==> src/rtl/axis_insert_header.sv <==
// AXI-Stream header inserter: prepends 1..DATA_BYTE_WD LSB-aligned header bytes and re-packs the payload.
// Optional build macro AXIS_INS_HDR_ZERO_PAD_EN forces data_out lanes with keep_out=0 to 0x00.
module axis_insert_header #(
    parameter int DATA_WD      = 32,
    parameter int DATA_BYTE_WD = DATA_WD / 8,
    parameter int BYTE_CNT_WD  = $clog2(DATA_BYTE_WD)
) (
    input  logic                    clk,
    input  logic                    rst_n,
    input  logic                    valid_in,
    output logic                    ready_in,
    input  logic [DATA_WD-1:0]      data_in,
    input  logic [DATA_BYTE_WD-1:0] keep_in,
    input  logic                    last_in,
    output logic                    valid_out,
    input  logic                    ready_out,
    output logic [DATA_WD-1:0]      data_out,
    output logic [DATA_BYTE_WD-1:0] keep_out,
    output logic                    last_out,
    input  logic                    valid_insert,
    output logic                    ready_insert,
    input  logic [DATA_WD-1:0]      data_insert,
    input  logic [DATA_BYTE_WD-1:0] keep_insert,
    input  logic [BYTE_CNT_WD:0]    byte_insert_cnt
);

    typedef enum logic [1:0] {IDLE, STREAM, FLUSH} state_t;

    localparam logic [DATA_BYTE_WD-1:0]  ALL_ONES = '1;
    localparam logic [BYTE_CNT_WD+1:0]   BYTES    = (BYTE_CNT_WD+2)'(DATA_BYTE_WD);

    state_t                  state, state_nxt;
    logic [DATA_WD-1:0]      res_q;
    logic [BYTE_CNT_WD:0]    r_q;
    logic [BYTE_CNT_WD+1:0]  flush_cnt_q;

    logic                    out_en, hdr_fire, in_fire, flush_fire;
    logic [BYTE_CNT_WD:0]    k_in;
    logic [BYTE_CNT_WD+1:0]  tot;
    logic [DATA_WD-1:0]      beat_data, beat_mask;
    logic [DATA_BYTE_WD-1:0] beat_keep;
    logic                    beat_last;
    logic [DATA_WD-1:0]      hdr_mask;
    int                      sh_res, sh_in;

    function automatic logic [DATA_BYTE_WD-1:0] keep_top(input int m);
        return ~(ALL_ONES >> m);
    endfunction

    // A transfer happens on a channel exactly when its valid and ready are both high on a rising edge;
    // valid/data are held by the sender until then, ready never depends on the same channel's valid.
    assign out_en       = !valid_out || ready_out;
    assign ready_insert = (state == IDLE) && !rst_n;
    assign ready_in     = (state == STREAM) && out_en && !rst_n;
    assign hdr_fire     = valid_insert && ready_insert;
    assign in_fire      = valid_in && ready_in;
    assign flush_fire   = (state == FLUSH) && out_en;

    always_ff @(posedge clk) begin
        if (rst_n) state <= IDLE;
        else       state <= state_nxt;
    end

    always_comb begin
        state_nxt = state;
        k_in      = '0;
        for (int i = 0; i < DATA_BYTE_WD; i++)
            if (keep_in[i]) k_in = k_in + {{BYTE_CNT_WD{1'b0}}, 1'b1};
        tot       = {1'b0, r_q} + {1'b0, k_in};
        sh_res    = 8 * (DATA_BYTE_WD - int'(r_q));
        sh_in     = 8 * int'(r_q);
        beat_data = (res_q << sh_res) | (data_in >> sh_in);
        beat_keep = ALL_ONES;
        beat_last = 1'b0;
        hdr_mask  = '0;
        beat_mask = '0;

        unique case (state)
            IDLE: begin
                if (hdr_fire) state_nxt = STREAM;
            end
            STREAM: begin
                if (last_in) begin
                    if (tot <= BYTES) begin
                        beat_keep = keep_top(int'(tot));
                        beat_last = 1'b1;
                        if (in_fire) state_nxt = IDLE;
                    end else if (in_fire) begin
                        state_nxt = FLUSH;
                    end
                end
            end
            FLUSH: begin
                // Residual holds the tail of the last beat; its valid bytes are its top ones.
                beat_data = res_q << sh_res;
                beat_keep = keep_top(int'(flush_cnt_q));
                beat_last = 1'b1;
                if (out_en) state_nxt = IDLE;
            end
            default: state_nxt = IDLE;
        endcase

        for (int i = 0; i < DATA_BYTE_WD; i++) begin
            hdr_mask[i*8 +: 8]  = {8{keep_insert[i]}};
            beat_mask[i*8 +: 8] = {8{beat_keep[i]}};
        end
`ifdef AXIS_INS_HDR_ZERO_PAD_EN
        beat_data = beat_data & beat_mask;
`endif
    end

    always_ff @(posedge clk) begin
        if (rst_n) begin
            valid_out   <= 1'b0;
            data_out    <= '0;
            keep_out    <= '0;
            last_out    <= 1'b0;
            res_q       <= '0;
            r_q         <= '0;
            flush_cnt_q <= '0;
        end else begin
            if (hdr_fire) begin
                res_q <= data_insert & hdr_mask;
                r_q   <= byte_insert_cnt;
            end
            if (in_fire) begin
                res_q       <= data_in;
                flush_cnt_q <= tot - BYTES;
            end
            if (in_fire || flush_fire) begin
                valid_out <= 1'b1;
                data_out  <= beat_data;
                keep_out  <= beat_keep;
                last_out  <= beat_last;
            end else if (ready_out) begin
                valid_out <= 1'b0;
            end
        end
    end

endmodule

==> config.mk <==
export PLATFORM = sky130hd
export DESIGN_NAME = axis_insert_header
export DESIGN_NICKNAME = d
export VERILOG_FILES = /design/src/rtl/axis_insert_header.sv
export SDC_FILE = /design/constraint.sdc
export NUM_CORES = 1
export LEC_CHECK = 0
export CAP_MARGIN = 20
export CORE_UTILIZATION = 50
export DETAILED_ROUTE_END_ITERATION = 6
export GPL_TIMING_DRIVEN = 0
export PLACE_DENSITY = 0.86
export SYNTH_ARGS = -nofsm -noshare
export SYNTH_HDL_FRONTEND = slang
export SYNTH_SLANG_ARGS = --single-unit
==> constraint.sdc <==
create_clock -name clk -period 8.3 [get_ports clk]
set_input_delay 0.83 -clock clk [delete_from_list [all_inputs] [get_ports clk]]
set_output_delay 0.83 -clock clk [all_outputs]
set_load 0.03 [all_outputs]
==> impl_metrics.csv <==
group,metric,value,unit
grt,grt-ovfl-total,0,
clock_network,cts_sinks,79,
sta,rsz0062_at_grt,"no",
floorplanning,pin_count,121,
worst_setup_path,cp.arrival,4.26,ns
yosys,synth_area,0.00472,sq mm
sta,maxSlewHeadroom,46.5,%
cells_and_area,postLayoutCoreUtil,67.9,%
yosys,async_flop_share,0,%
drt,wl,16600,um
worst_setup_path,slowest_delay,0.48,ns
yosys,synthCells,564,
worst_setup_path,rr_worst_depth,9,
clock_network,cts_tree,"built",
clock_network,path_clk_slew,0.09,ns
sta,setup_tns,0,ns
worst_setup_path,cp_max_fo,3,
power_and_ir_drop,ir_drop,0.118,mV
clock_network,hold_buffers,0,
sta,fin_skew,0.0140,ns
sta,period_needed,3.99,ns
sta,fin_crit_sh,48.1,%
worst_setup_path,cp_common_cell,"ha_1",
cells_and_area,seqCellArea,0.00158,sq mm
worst_setup_path,startpoint_type,"input pin",
cells_and_area,fillers,788,
sta,max_slew.worst_pin.slew,0.795,ns
drt,vias_per_cell,6.25,
floorplanning,core_area,0.00920,sq mm
grt,grt_max_degree,15,
yosys,syn-num-nets,657,
drt,wl_per_cell,20.6,um
worst_setup_path,r2r_end,"data_out[28]",
floorplanning,num_rows,35,
sta,fmax,251,MHz
cells_and_area,multi_input_area,0.00278,sq mm
job,max-cap-violations,0,
floorplanning,fp.dieW,99.2,um
cells_and_area,area_delta_synth_final,32.2,%
worst_setup_path,crit_chain,"clkdlybuf4s50_1 -> inv_1 -> ha_1 -> xor2_1 -> ha_1 -> mux2_2 -> fa_1 -> xor2_1 -> ha_1 -> nor2b_1 -> a211o_1 -> a2bb2oi_1 -> a211oi_1",
yosys,yosys_warnings,0,
drt,vias,5037,
drt,drtAntennaViolNets,0,
sta,holdWs,0.484,ns
yosys,synth_area_per_cell,8.37,sq um
yosys,ys_seq_elements,79,
min_path,min_path_type,"flip-flop to flip-flop",
cells_and_area,nets,783,
worst_setup_path,end_kind,"flip-flop",
grt,grt_antenna_before_repair,0,
cells_and_area,final_common_cell,"clkdlybuf4s50_1",
worst_setup_path,r2r_slack,5.48,ns
worst_setup_path,worstSetupEndpoint,"last_out",
worst_setup_path,worstPathRequired,8.57,ns
yosys,synth_edf_count,0,
drt,dr.pass1.iters,5,
clock_network,clk_path_buf_depth,2,
clock_network,clk_latency,0.36,ns
clock_network,htree_levels,3,
yosys,yosysSeqAreaShare,33.5,%
grt,track_usage,34.0,%
worst_setup_path,critPathSlowestCell,"clkdlybuf4s50_1",
sta,slew_violations,0,
worst_setup_path,reg2reg_from,"r_q[0]",
yosys,yosysTopAreaCell,"dfxtp_1",
place,dp_hpwl,13300,um
worst_setup_path,cp-startpoint,"keep_in[0]",
floorplanning,die_y,99.2,um
place,portBuffers,115,
cells_and_area,drive_gt1_share,10.5,%
place,place_ws,3.96,ns
place,gp_congestion,1.01,
cells_and_area,most-common-layout-cells,"115 x clkdlybuf4s50_1, 82 x nor2_1, 79 x dfxtp_1, 57 x nand2_1, 37 x nand3_1",
worst_setup_path,crit_type,"input pin to flip-flop",
clock_network,clockRootBuffer,"clkbuf_8",
sta,fin_ws,4.31,ns
grt,first_global_vias,4689,
power_and_ir_drop,leakage,2.17,nW
status,status,"completed",
drt,drt_iter0_drc,446,
clock_network,cts_buffers,9,
power_and_ir_drop,p_per_area,206,mW/mm^2
clock_network,cts_setup_buffers,0,
clock_network,cts-resized-gates,0,
grt,grt_pass1_wl,25600,um
cells_and_area,n_antenna_cell,0,
yosys,ys_top_cells_by_area,"dfxtp_1 34%, nor2_1 6.5%, a311oi_1 6.3%, mux2i_1 5.5%, a211oi_1 5.4%",
floorplanning,die_area,0.00983,sq mm
yosys,dominantRegCellSynth,"dfxtp_1",
floorplanning,initial_utilization,51.3,%
sta,hold_viol,0,
yosys,synth_cell_types,54,
sta,finalSetupViolCount,0,
drt,drc_errors,0,
yosys,synth_top_area_share,33.5,%
[metrics by stage]
step	cell area (sq um)	total power, mW	std cells
after floorplan	4720	0.761	564
after global placement	6010	0.933	790
after detailed placement	6010	0.947	790
after CTS	6240	1.28	806
after global routing	6240	1.34	806
final	6240	1.29	806
[worst max-delay path: cells and delay by family]
kind            cells  cell delay [ns]
simple gates        1             0.06
mux                 1             0.29
fa+ha+maj           4             1.28
xor+xnor            2             0.46
compound gates      3             0.80
buf+inv             2             0.53
[routing by layer]
metal | routed length [um] | track usage, % | share of wire, %
met5 | 0 | 0 | 0
met4 | 515 | 11.9 | 3.1
met3 | 1480 | 5.83 | 8.9
met2 | 7540 | 54.1 | 45
met1 | 7110 | 46.6 | 43
[cell type report]
type | instances | share of cell area, %
Inverter | 19 | 1.14
Clock inverter | 6 | 1.48
Timing Repair Buffer | 115 | 18.4
Buffer | 53 | 4.53
Multi-Input combinational cell | 413 | 44.6
Tap cell | 111 | 2.23
Sequential cell | 79 | 25.3
Clock buffer | 10 | 2.21
[Yosys cell counts, drive strengths merged, types with 8 or more instances]
cell type  count
inv           19
a211oi        34
nand2         58
mux2          18
nor2          82
nand3         37
dfxtp         79
buf           31
o32ai          8
a22oi          9
mux2i         26
o22ai          8
a311oi        35
ha            11
o2bb2ai        8
nor3           8
clkbuf        22
a221oi        16
[power breakdown]
part / switching, mW / internal (mW) / leakage (nW)
registers: 0.0354 / 0.424 / 0.644
logic: 0.289 / 0.204 / 1.42
clock network: 0.156 / 0.179 / 0.109
total: 0.480 / 0.807 / 2.17
[worst min path at each step]
stage              startpoint              to  slack, ns  cells past startpoint
2_1_floorplan  flush_cnt_q[3]  flush_cnt_q[3]       0.45                      2
3_3_place_gp   flush_cnt_q[3]  flush_cnt_q[3]       0.46                      2
3_5_place_dp   flush_cnt_q[3]  flush_cnt_q[3]       0.47                      2
4_1_cts        flush_cnt_q[3]  flush_cnt_q[3]       0.48                      2
5_1_grt        flush_cnt_q[3]  flush_cnt_q[3]       0.49                      2
6_report       flush_cnt_q[3]  flush_cnt_q[3]       0.48                      2
[registers in the layout, indices dropped and copies added, names as in the netlist]
name	flops
valid_out	1
state	2
data_out	32
last_out	1
r_q	3
flush_cnt_q	4
keep_out	4
res_q	32
[kinds of logic (layout without fill, tap and decap cells)]
group                      Yosys count  after routing  share of synthesized area, %
buffers and inverters               72            203                          7.50
DFF                                 79             79                          33.5
AOI/OAI and AO/OA                  140            140                          24.2
adders and majority gates           12             12                          3.34
muxes                               44             44                          9.81
xor gates and xnor gates             5              5                         0.928
and+or+nand+nor                    212            212                          20.7
Note: power is estimated with default switching activity, not from simulation.
